==> src/rtl/mdio_pkg.sv <==
// mdio_pkg: shared state encodings, opcodes and header field positions for the MDIO slave
package mdio_pkg;
  typedef enum logic [4:0] {
    S_IDLE = 5'b00001,
    S_HDR  = 5'b00010,
    S_WR   = 5'b00100,
    S_RD   = 5'b01000,
    S_DISC = 5'b10000
  } state_t;
  localparam logic [1:0] ST_CODE = 2'b01;
  localparam logic [1:0] OP_WR = 2'b01;
  localparam logic [1:0] OP_RD = 2'b10;
  localparam logic [4:0] BIT_ST = 5'd1;
  localparam logic [4:0] BIT_HDR = 5'd15;
  localparam logic [4:0] BIT_DATA = 5'd16;
  localparam logic [4:0] BIT_LAST = 5'd31;
  localparam int OP_LSB = 12;
  localparam int PHYAD_LSB = 7;
  localparam int REGAD_LSB = 2;
endpackage

==> src/rtl/mdio_edge_det.sv <==
// mdio_edge_det: registers mdc and flags its rising and falling edges in the clk domain
module mdio_edge_det (
  input  logic clk,
  input  logic reset,
  input  logic mdc,
  output logic rise,
  output logic fall
);
  logic mdc_q;
  always_ff @(posedge clk) mdc_q <= reset ? 1'b0 : mdc;
  assign rise = mdc & ~mdc_q;
  assign fall = ~mdc & mdc_q;
endmodule

==> src/rtl/receptor_mdio.sv <==
// receptor_mdio: Clause-22 MDIO slave bridging frames to a register port; MDIO_PHYAD_CHECK_EN enables PHYAD filtering
module receptor_mdio
  import mdio_pkg::*;
#(
  parameter logic [4:0] PHY_ADDR = 5'd0
) (
  input  logic        clk,
  input  logic        reset,
  input  logic        mdc,
  input  logic        mdio_out,
  input  logic        mdio_oe,
  output logic        mdio_in,
  output logic        wr_stb,
  output logic        rd_stb,
  output logic [4:0]  addr,
  output logic [15:0] wr_data,
  input  logic [15:0] rd_data,
  output logic        frame_err
);
  state_t state, state_n;
  logic rise, fall, ld, phy_ok, wr_n, rd_n, err_n, unused_bits;
  logic [4:0] bit_cnt, cnt_n, addr_n;
  logic [31:0] hdr_sr, sr_n, sh;
  logic [15:0] out_sr, osr_n, wd_n;
  mdio_edge_det u_edge (.clk(clk), .reset(reset), .mdc(mdc), .rise(rise), .fall(fall));
  assign sh = {hdr_sr[30:0], mdio_out};
  assign mdio_in = out_sr[15];
`ifdef MDIO_PHYAD_CHECK_EN
  assign phy_ok = sh[PHYAD_LSB +: 5] == PHY_ADDR;
  assign unused_bits = fall ^ hdr_sr[31];
`else
  assign phy_ok = 1'b1;
  assign unused_bits = ^{fall, hdr_sr[31], PHY_ADDR};
`endif
  always_comb begin
    state_n = state;
    cnt_n = bit_cnt;
    sr_n = hdr_sr;
    wd_n = wr_data;
    osr_n = ld ? rd_data : out_sr;
    addr_n = addr;
    wr_n = 1'b0;
    rd_n = 1'b0;
    err_n = 1'b0;
    unique case (state)
      S_IDLE: if (rise) begin
        osr_n = '0;
        if (mdio_oe) begin
          sr_n = {31'b0, mdio_out};
          cnt_n = 5'd1;
          state_n = S_HDR;
        end
      end
      S_HDR: if (rise) begin
        if (!mdio_oe) begin
          err_n = 1'b1;
          cnt_n = '0;
          state_n = S_IDLE;
        end else begin
          sr_n = sh;
          cnt_n = bit_cnt + 5'd1;
          if (bit_cnt == BIT_ST && sh[1:0] != ST_CODE) begin
            err_n = 1'b1;
            cnt_n = '0;
            state_n = S_DISC;
          end else if (bit_cnt == BIT_HDR) begin
            addr_n = sh[REGAD_LSB +: 5];
            if (!phy_ok) begin
              cnt_n = '0;
              state_n = S_DISC;
            end else if (sh[OP_LSB +: 2] == OP_WR) state_n = S_WR;
            else if (sh[OP_LSB +: 2] == OP_RD) begin
              rd_n = 1'b1;
              state_n = S_RD;
            end else begin
              err_n = 1'b1;
              cnt_n = '0;
              state_n = S_DISC;
            end
          end
        end
      end
      S_WR: if (rise) begin
        sr_n = sh;
        wd_n = {wr_data[14:0], mdio_out};
        cnt_n = bit_cnt + 5'd1;
        if (bit_cnt == BIT_LAST) begin
          wr_n = 1'b1;
          state_n = S_IDLE;
        end
      end
      // bit 31 still shows data bit 0; the following rise in IDLE clears it
      S_RD: if (rise) begin
        sr_n = sh;
        cnt_n = bit_cnt + 5'd1;
        osr_n = bit_cnt == BIT_DATA ? out_sr : {out_sr[14:0], 1'b0};
        state_n = bit_cnt == BIT_LAST ? S_IDLE : S_RD;
      end
      S_DISC: if (rise && !mdio_oe) state_n = S_IDLE;
      default: state_n = S_IDLE;
    endcase
  end
  always_ff @(posedge clk) begin
    if (reset) begin
      state <= S_IDLE;
      bit_cnt <= '0;
      hdr_sr <= '0;
      wr_data <= '0;
      out_sr <= '0;
      addr <= '0;
      wr_stb <= 1'b0;
      rd_stb <= 1'b0;
      frame_err <= 1'b0;
      ld <= 1'b0;
    end else begin
      state <= state_n;
      bit_cnt <= cnt_n;
      hdr_sr <= sr_n;
      wr_data <= wd_n;
      out_sr <= osr_n;
      addr <= addr_n;
      wr_stb <= wr_n;
      rd_stb <= rd_n;
      frame_err <= err_n;
      ld <= rd_stb;
    end
  end
endmodule

==> config.mk <==
export PLATFORM = sky130hd
export DESIGN_NAME = receptor_mdio
export DESIGN_NICKNAME = d
export VERILOG_FILES = /design/src/rtl/mdio_pkg.sv /design/src/rtl/mdio_edge_det.sv /design/src/rtl/receptor_mdio.sv
export SDC_FILE = /design/constraint.sdc
export NUM_CORES = 1
export LEC_CHECK = 0
export ABC_AREA = 1
export ABC_CLOCK_PERIOD_IN_PS = 2300
export CAP_MARGIN = 20
export CORE_MARGIN = 10
export CORE_UTILIZATION = 30
export DETAILED_ROUTE_END_ITERATION = 8
export MAX_ROUTING_LAYER = met4
export PLACE_DENSITY = 0.54
export SETUP_SLACK_MARGIN = 0.3
export SLEW_MARGIN = 20
export SYNTH_ARGS = -nofsm -noshare
export SYNTH_HDL_FRONTEND = slang
export SYNTH_SLANG_ARGS = --single-unit
==> constraint.sdc <==
create_clock -name clk -period 2.3 [get_ports clk]
set_input_delay 0.46 -clock clk [delete_from_list [all_inputs] [get_ports clk]]
set_output_delay 0.46 -clock clk [all_outputs]
set_load 0.01 [all_outputs]
==> metrics.md <==
| Metric | Value |
|---|---|
| Fill cell count | 1136 |
| Dpl cell area | 4019 sq um |
| Seq pwr share | 0.319 |
| CTS root buffer | clkbuf_16 |
| Post-synthesis mux area share | 0.04960 |
| PortBufs | 45 |
| Most common cell in the netlist | nand2_1 |
| Placed Cells | between 600 and 700 |
| Hold Path Class | reg -> reg |
| Status | finished clean |
| TritonRoute pass-1 iters | 4 |
| FP Rows | 38 |
| Die Ht | 126.6 um |
| Vias per cell | 4.597 |
| YS warnings | 0 |
| FMAX | 0.5566 GHz |
| Switching power | 1516 uW |
| Clock share of power | 0.365 |
| Synth async-reset ratio | 0 |
| Slew HR | 0.5206 |
| DRC viols | 0 |
| Mapped Area | 3406 sq um |
| 1st-iter DRT viols | 181 |
| Crit Path Category | reg -> reg |
| Flops & latches, synth | 65 |
| Least-Margin Pin Slew | 0.7181 ns |
| Die width | between 100 and 150 um |
| TritonCTS Buffers | 9 |
| Synth cell types | 29 |
| Register area share after synthesis | 0.3821 |
| Hold Fails Final Rpt | 0 |
| Syn avg cell area | 6.908 sq um |
| Grt ovf | 0 |
| Simple-gate portion of the synthesized area | 0.3457 |
| Largest net degree at the start of global routing | 43 |
| Layout Utilization | 0.3982 |
| First-pass GRT wire length | 14380 um |
| Max-cap viol count | 0 |
| Final setup vio count | 0 |
| Die area | 16010 sq um |
| Comb pwr share | 0.316 |
| Main area contributors after synthesis | dfxtp_1, nand2_1, nor2_1 |
| Routed Antenna Nets | 0 |
| Clock skew | 0.005861 ns |
| GPL Wtd Cong | between 0.8 and 0.9 |
| P_leak | 0.002001 uW |
| Clock-pin slew on the worst setup and hold paths | 0.06 ns |
| Combinational family with the most area after synthesis | simple AND/OR/NAND/NOR gates |
| Gr usage total | 0.1076 |
| Antenna cells | 0 |
| PwrDens | approximately 990 nW/um^2 |
| Post-synth top flop | dfxtp_1 |
| Slew Viols, Final | 0 |
| Final WL | 8467 um |
| Worst slack, placed | 0.2124 ns |
| Initial Utilization | 0.3101 |
| Period utilization | 0.7811 |
| CP Capture Type | flip-flop |
| Design Area, Final | between 4000 and 5000 sq um |
| Int Pwr | 2800 uW |
| CTS sink cnt | 65 |
| Nets | 568 |
| Post-CTS Setup Bufs | 0 |
| Post-synthesis compound-gate area fraction | 0.1010 |
| Post-synthesis xor/xnor area fraction | 0.002572 |
| Worst skew pair latency | 0.32 ns |
| Area grow syn2layout | 28.40% |
| Post-DP HPWL | 6004 um |
| Yosys top cell by area | dfxtp_1 |
| Commonest cells in the netlist | nand2_1, nor2_1, dfxtp_1 |
| Syn Inst Count | 493 |
| Ports | 46 |
| Worst EP arrival | 2.06 ns |
| Synth Area in Adders | 0.02572 |
| WL per Instance | 12.36 um |
| EDFF count, synth | 0 |
| Mapped Nets | 521 |
| Post-route minimum period | 1.797 ns |
| VDD IR max | about 0.39 mV |
| Core Region | 10980 sq um |
| Initial antenna violation count | 0 |
| PnR worst setup slack | ~0.50 ns |
| CTS tree | built |
| Switching Share | 0.3513 |
| Yosys top cell area share | 0.3821 |
| Share of cells above drive strength 1 | 0.1284 |
| CTS max path bufs | 2 |
| RSZ-0062 raised after global routing | no |
| Critical path data required time | between 2 and 3 ns |
| # H-tree levels | 3 |
| Vias post-DR | around 3100 |
| Layout Cells excl Fill | 685 |
| Startpoint types | flip-flop |
| Crit-path max FO | 6 |
| Post-route setup TNS | 0 ns |
| Vias in the first global route | 3038 |
[through the flow]
stage               total power [uW]  hold slack, ns
CTS                             4358          0.4389
detailed placement              2754          0.4320
finish                          4317          0.4327
floorplan                       2447          0.4473
global route                    4644          0.4541
global placement                2751          0.4137
[state kept, by name (all words and copies together) (netlist names)]
name / cells
out_sr: 16
u_edge.mdc_q: 1
wr_data: 16
wr_stb: 1
frame_err: 1
hdr_sr: 13
bit_cnt: 5
addr: 5
state: 5
rd_stb: 1
ld: 1
[what timing repair did]
item,in CTS,in global routing
hold buffers,0,0
setup endpoints to repair,0,5
resized for setup,0,5
hold endpoints to repair,0,0
[critical path: stages (launching register included)]
cell      delay [ns]
dfxtp_2         0.37
ha_1            0.19
nand2_1         0.07
nor2_2          0.11
ha_2            0.23
nand2_1         0.08
nand3_1         0.12
nand2_1         0.07
nor2_1          0.14
nand3_2         0.13
nand2_1         0.09
clkinv_1        0.06
nor2_1          0.08
[power groups by stage]
stage	Clock [uW]	Sequential, uW	Combinational [uW]
6_report	1580	1380	1370
5_1_grt	1660	1390	1590
4_1_cts	1620	1370	1370
3_5_place_dp	0	1400	1360
3_3_place_gp	0	1390	1360
2_1_floorplan	0	1380	1070
[worst paths after layout]
| path | cells past startpoint | slack, ns | endpoint | start |
|---|---|---|---|---|
| worst min-delay path | 2 | 0.43 | ld$_SDFF_PP0_ | rd_stb$_SDFF_PP0_ |
| worst min register to register | 2 | 0.43 | ld$_SDFF_PP0_ | rd_stb$_SDFF_PP0_ |
| worst max-delay path | 12 | 0.50 | state[4]$_SDFFE_PP0P_ | bit_cnt[0]$_SDFFE_PP0P_ |
| worst max register to register | 12 | 0.50 | state[4]$_SDFFE_PP0P_ | bit_cnt[0]$_SDFFE_PP0P_ |
[layer usage]
metal | share of wire | global-route usage | vias to the layer above
met3 | 0.035 | 0.02707 | 8
li1 | - | - | 1661
met1 | 0.52 | 0.1364 | 1419
met2 | 0.44 | 0.1692 | 61
met4 | 0.0074 | 0.02210 | 0
met5 | 0 | - | -
[area by class of cell]
type	instances	area, sq um	share of cell area
inverter	62	232.7	0.05322
timing repair buffer	53	523.0	0.1196
clock buffer	10	229.0	0.05236
sequential	65	1304	0.2981
tap	140	175.2	0.04006
multi-input combinational	349	1794	0.4103
clock inverter	6	115.1	0.02632
[cells in the final DEF (no fill, tap or decap), types with 6 or more instances in the layout]
master             n
nand2_1          105
nor2_1            94
dfxtp_1           63
inv_1             50
clkdlybuf4s50_1   45
o21ai_0           42
a21oi_1           22
nand3_1           20
nand4_1           17
mux2_2            15
clkbuf_16          9
inv_2              7
buf_4              7
ha_1               6
[cell families (layout without fill, tap and decap cells)]
logic type                 count (synthesis)  count (layout)
adders and majority gates                  7               7
AOI/OAI and AO/OA                         66              66
buffers and inverters                     79             131
xor gates and xnor gates                   1               1
and+or+nand+nor                          260             260
DFF                                       65              65
muxes                                     15              15
Power figures use the tool's default switching activity.
==> RTL change 1: new RTL, config.mk and constraints unchanged <==
Add a define of `MDIO_PHYAD_CHECK_EN`.
--- a/src/rtl/receptor_mdio.sv
+++ b/src/rtl/receptor_mdio.sv
@@ -1,4 +1,6 @@
 // receptor_mdio: Clause-22 MDIO slave bridging frames to a register port; MDIO_PHYAD_CHECK_EN enables PHYAD filtering
+`define MDIO_PHYAD_CHECK_EN
+
 module receptor_mdio
   import mdio_pkg::*;
 #(
Check against the original RTL: no difference found for any inputs over 4 cycles, from zero or initial values and one cycle with reset high; that may be too few to reach the edited logic, so the function may still have changed.
==> RTL change 1 against the original RTL <==
First-iteration DRC count is 24% higher. Setup slack worse by 0.052 ns. Routed wire length is 1.1% higher. Count of clock-buffer cells in the layout is 2 higher. Area after synthesis is 1.2% lower. Critical path depth is 1 lower. Sequential power is 10% lower. Cell area is 6.0% lower. Sequential cell count stayed put. Hold slack better by 0.013 ns. Clock power is 46% lower. Power is 30% lower. Largest cell class unchanged. Largest power group is now sequential cells.
==> RTL change 1: results (changes against the original RTL) <==
metric	value	unit	change
power_density	734	mW/mm^2	-26%
final_cells	629		-8.2%
grtUsageMet1	13.8	%	+0.17 points
slew-limit-headroom	50.3	%	-1.7 points
place_inst	614		-8.2%
nNetsFinal	513		-9.7%
gp_congestion	0.837		-5.7%
hold_ws	0.446	ns	+0.0132 ns
swShare	37.4	%	+2.2 points
irDropWorstVdd	0.419	mV	+6.5%
dpl.hpwl	5810	um	-3.2%
layout-drive-gt1-share	17.4	%	+4.5 points
slowest_delay	0.34	ns	-0.03 ns
ys_seq_area_share	38.7	%	+0.47 points
grt_pass1_vias	2914		-4.1%
worstPathArrival	2.08	ns	+0.02 ns
synth.top_cells.by_count	nand2_1 (75), dfxtp_1 (65), nor2_1 (61)		
p_seq	1.24	mW	-10%
grt_max_degree	21		-51%
dpl_cell_area	0.00393	mm^2	-2.1%
final.setup_skew	0.0115	ns	+0.00568 ns
status	finished clean		
grt_use_total	11.0	%	+0.25 points
cts_root_buf	clkbuf_8		
avgViaCountPerCell	4.84		+5.3%
use_met2	16.2	%	-0.68 points
met3_usage	4.32	%	+1.6 points
yosys-top-cells-area	dfxtp_1 (39%), nand2_1 (8.4%), nor2_1 (6.8%)		
-- RTL change 1: cells by family after synthesis --
logic type | after synthesis | synth area share (%)
buf+inv | 55 | 7.47
flops | 65 | 38.7
simple gates | 208 | 30.2
compound gates | 90 | 16.0
mux | 15 | 5.02
fa+ha+maj | 7 | 2.60
-- RTL change 1: tightest hold or removal path, delay by kind of cell, from the launching register on --
kind / cells / cell delay [ns]
buffers and inverters: 1 / 0.05
AND/OR/NAND/NOR: 1 / 0.03
flip-flops: 1 / 0.32
-- RTL change 1: area by class of cell --
class                      instances  area, um^2
fill                            1126        6780
multi-input combinational        320        1820
sequential                        65        1300
timing repair buffer              53         510
tap                              140         175
clock buffer                      12         145
inverter                          36         135
clock inverter                     3        17.5
-- RTL change 1: layer usage --
layer	wire, um	share of wire (%)	vias to the layer above
met5	0	0	-
met4	35	0.41	0
met3	492	5.7	2
met2	3940	46	76
met1	4090	48	1414
li1	-	-	1554
==> RTL change 2: new RTL, config.mk and constraints unchanged <==
Without the edit above. Make the reset (`reset`) asynchronous in one clocked block.
--- a/src/rtl/receptor_mdio.sv
+++ b/src/rtl/receptor_mdio.sv
@@ -100,7 +100,7 @@
       default: state_n = S_IDLE;
     endcase
   end
-  always_ff @(posedge clk) begin
+  always_ff @(posedge clk or posedge reset) begin
     if (reset) begin
       state <= S_IDLE;
       bit_cnt <= '0;
Check against the original RTL: differs if reset is asserted again (counterexample within 4 cycles, from zero or initial values and one cycle with reset high); with reset held inactive, the same outputs for 4 cycles.
==> RTL change 2 against the original RTL <==
Highest routed layer unchanged. First-iteration DRC count increased by 21%. Critical endpoint is now state[3]. Via count down 8.0%. Combinational power fell by 40%. Critical path depth shrank 3. Fmax is 2.2% lower. Cell area grew 2.1%. Setup slack got worse by 0.040 ns. Area after synthesis rose by 2.5%. Routed wire length decreased by 4.3%. Sequential cell count unchanged. Power shrank 17%. Die area increased by 2.1%.
==> RTL change 2: results (changes against the original RTL) <==
metric	value	unit	change
status	finished clean		
gp_congestion	0.861		-3.0%
pre_cts_slack	0.249	ns	+0.0370 ns
syn_nets	459		-12%
critPathKind	reg -> reg		
grt_pass1_wl	14000	um	-2.7%
swShare	31.8	%	-3.3 points
synth_flop_cell	dfrtp_1		
n_fill_cell	1212		+6.7%
yosys-top-cells-area	dfrtp_1 (45%), nand2_1 (17%), mux2_2 (4.8%)		
worstMarginPinSlew	0.689	ns	-0.0294 ns
synthArstFlopShare	98.5	%	+98 points
dpl.hpwl	5810	um	-3.2%
r2r_cells	9		-3
wirelength	8100	um	-4.3%
antenna_found_initial	0		unchanged
diodes	0		unchanged
cts_buffers	9		unchanged
clockBufferDepth	2		unchanged
io_buffers	45		unchanged
nNetsFinal	510		-10%
grt_max_degree	41		-4.7%
avgViaCountPerCell	4.60		about the same
firstDrtPassIters	4		unchanged
combPwrFrac	23.0	%	-8.6 points
irDropWorstVdd	0.281	mV	-28%
crit_end	state[3]		
clk_latency	0.33	ns	
drtIter0Drc	219		+21%
hold_class	in -> async		
layout-drive-gt1-share	16.6	%	+3.8 points
worstPathArrival	2.05	ns	
htreeDepth	3		unchanged
cp_max_fo	6		unchanged
cts_setup_buffers	0		unchanged
grt_use_total	10.6	%	-0.13 points
largestRegisters	out_sr (16), wr_data (16), hdr_sr (13)		
syn-instance-count	431		-13%
place_inst	614		-8.2%
dr_total_vias	2897		-8.0%
critical_path.reg2reg.startpoint	bit_cnt[0]		
ctsResizeCount	0		unchanged
synth.top_cells.by_count	nand2_1 (161), dfrtp_1 (63), inv_1 (35)		
clkPwrFrac	41.5	%	+5.0 points
reg2reg_slack	0.46	ns	-0.04 ns
synth_cell_types	29		unchanged
yosys_warnings	0		unchanged
dpl_cell_area	0.00413	mm^2	+2.9%
clk_pin_slew	0.06	ns	about the same
min_period	1.84	ns	+0.0404 ns
cts_root_buf	clkbuf_16		
p_leak	2.30	nW	+15%
final.setup_skew	0.00788	ns	+0.00202 ns
ys_seq_area_share	46.5	%	+8.3 points
==> RTL change 2: changes by cell type after synthesis, sizes merged, moves of 18 or more <==
cell,unedited run,this run
dfxtp,65,1
dfrtp,0,63
a21oi,22,4
nand2,108,181
o21ai,43,6
nor2,104,46
==> RTL change 2: logic make-up (layout without fill, tap and decap cells) <==
group	after synthesis	in the layout	synth area share [%]
AO/OA/AOI/OAI	26	26	4.66
AND/OR/NAND/NOR	262	262	34.3
adder cells (fa/ha/maj)	7	7	2.51
XOR/XNOR	2	2	0.502
multiplexers	16	16	5.13
buffers and inverters	53	109	6.42
flip-flops	65	65	46.5
==> RTL change 2: routing by layer <==
layer | part of all wire, % | up-vias | track usage, %
li1 | - | 1462 | -
met1 | 50 | 1360 | 13.7
met2 | 44 | 64 | 15.5
met3 | 4.5 | 11 | 3.06
met4 | 1.3 | 0 | 3.77
met5 | 0 | - | -
==> RTL change 2: stage by stage <==
| stage | power [mW] | hold WS, ns | util (%) |
|---|---|---|---|
| 3_5_place_dp | 2.12 | 0.420 | 36.2 |
| 4_1_cts | 3.64 | 0.389 | 39.1 |
| 5_1_grt | 3.80 | 0.405 | 39.1 |
| 3_3_place_gp | 2.11 | 0.427 | 36.2 |
| 6_report | 3.59 | 0.412 | 39.1 |
| 2_1_floorplan | 1.91 | 0.416 | - |
==> RTL change 2: critical path: stages, from the launching register on <==
cell	delay (ns)
dfrtp_2	0.44
ha_1	0.24
and3_1	0.21
ha_1	0.22
inv_2	0.12
nand4_1	0.11
o21ai_0	0.17
nor2_1	0.08
nand3_1	0.08
nand2_1	0.05
==> RTL change 2: area by class of cell <==
class,instances,area share (%)
timing repair buffer,53,12.0
multi-input combinational,313,36.8
clock buffer,9,5.05
tap,143,4.01
inverter,40,3.45
sequential,65,36.4
clock inverter,7,2.30
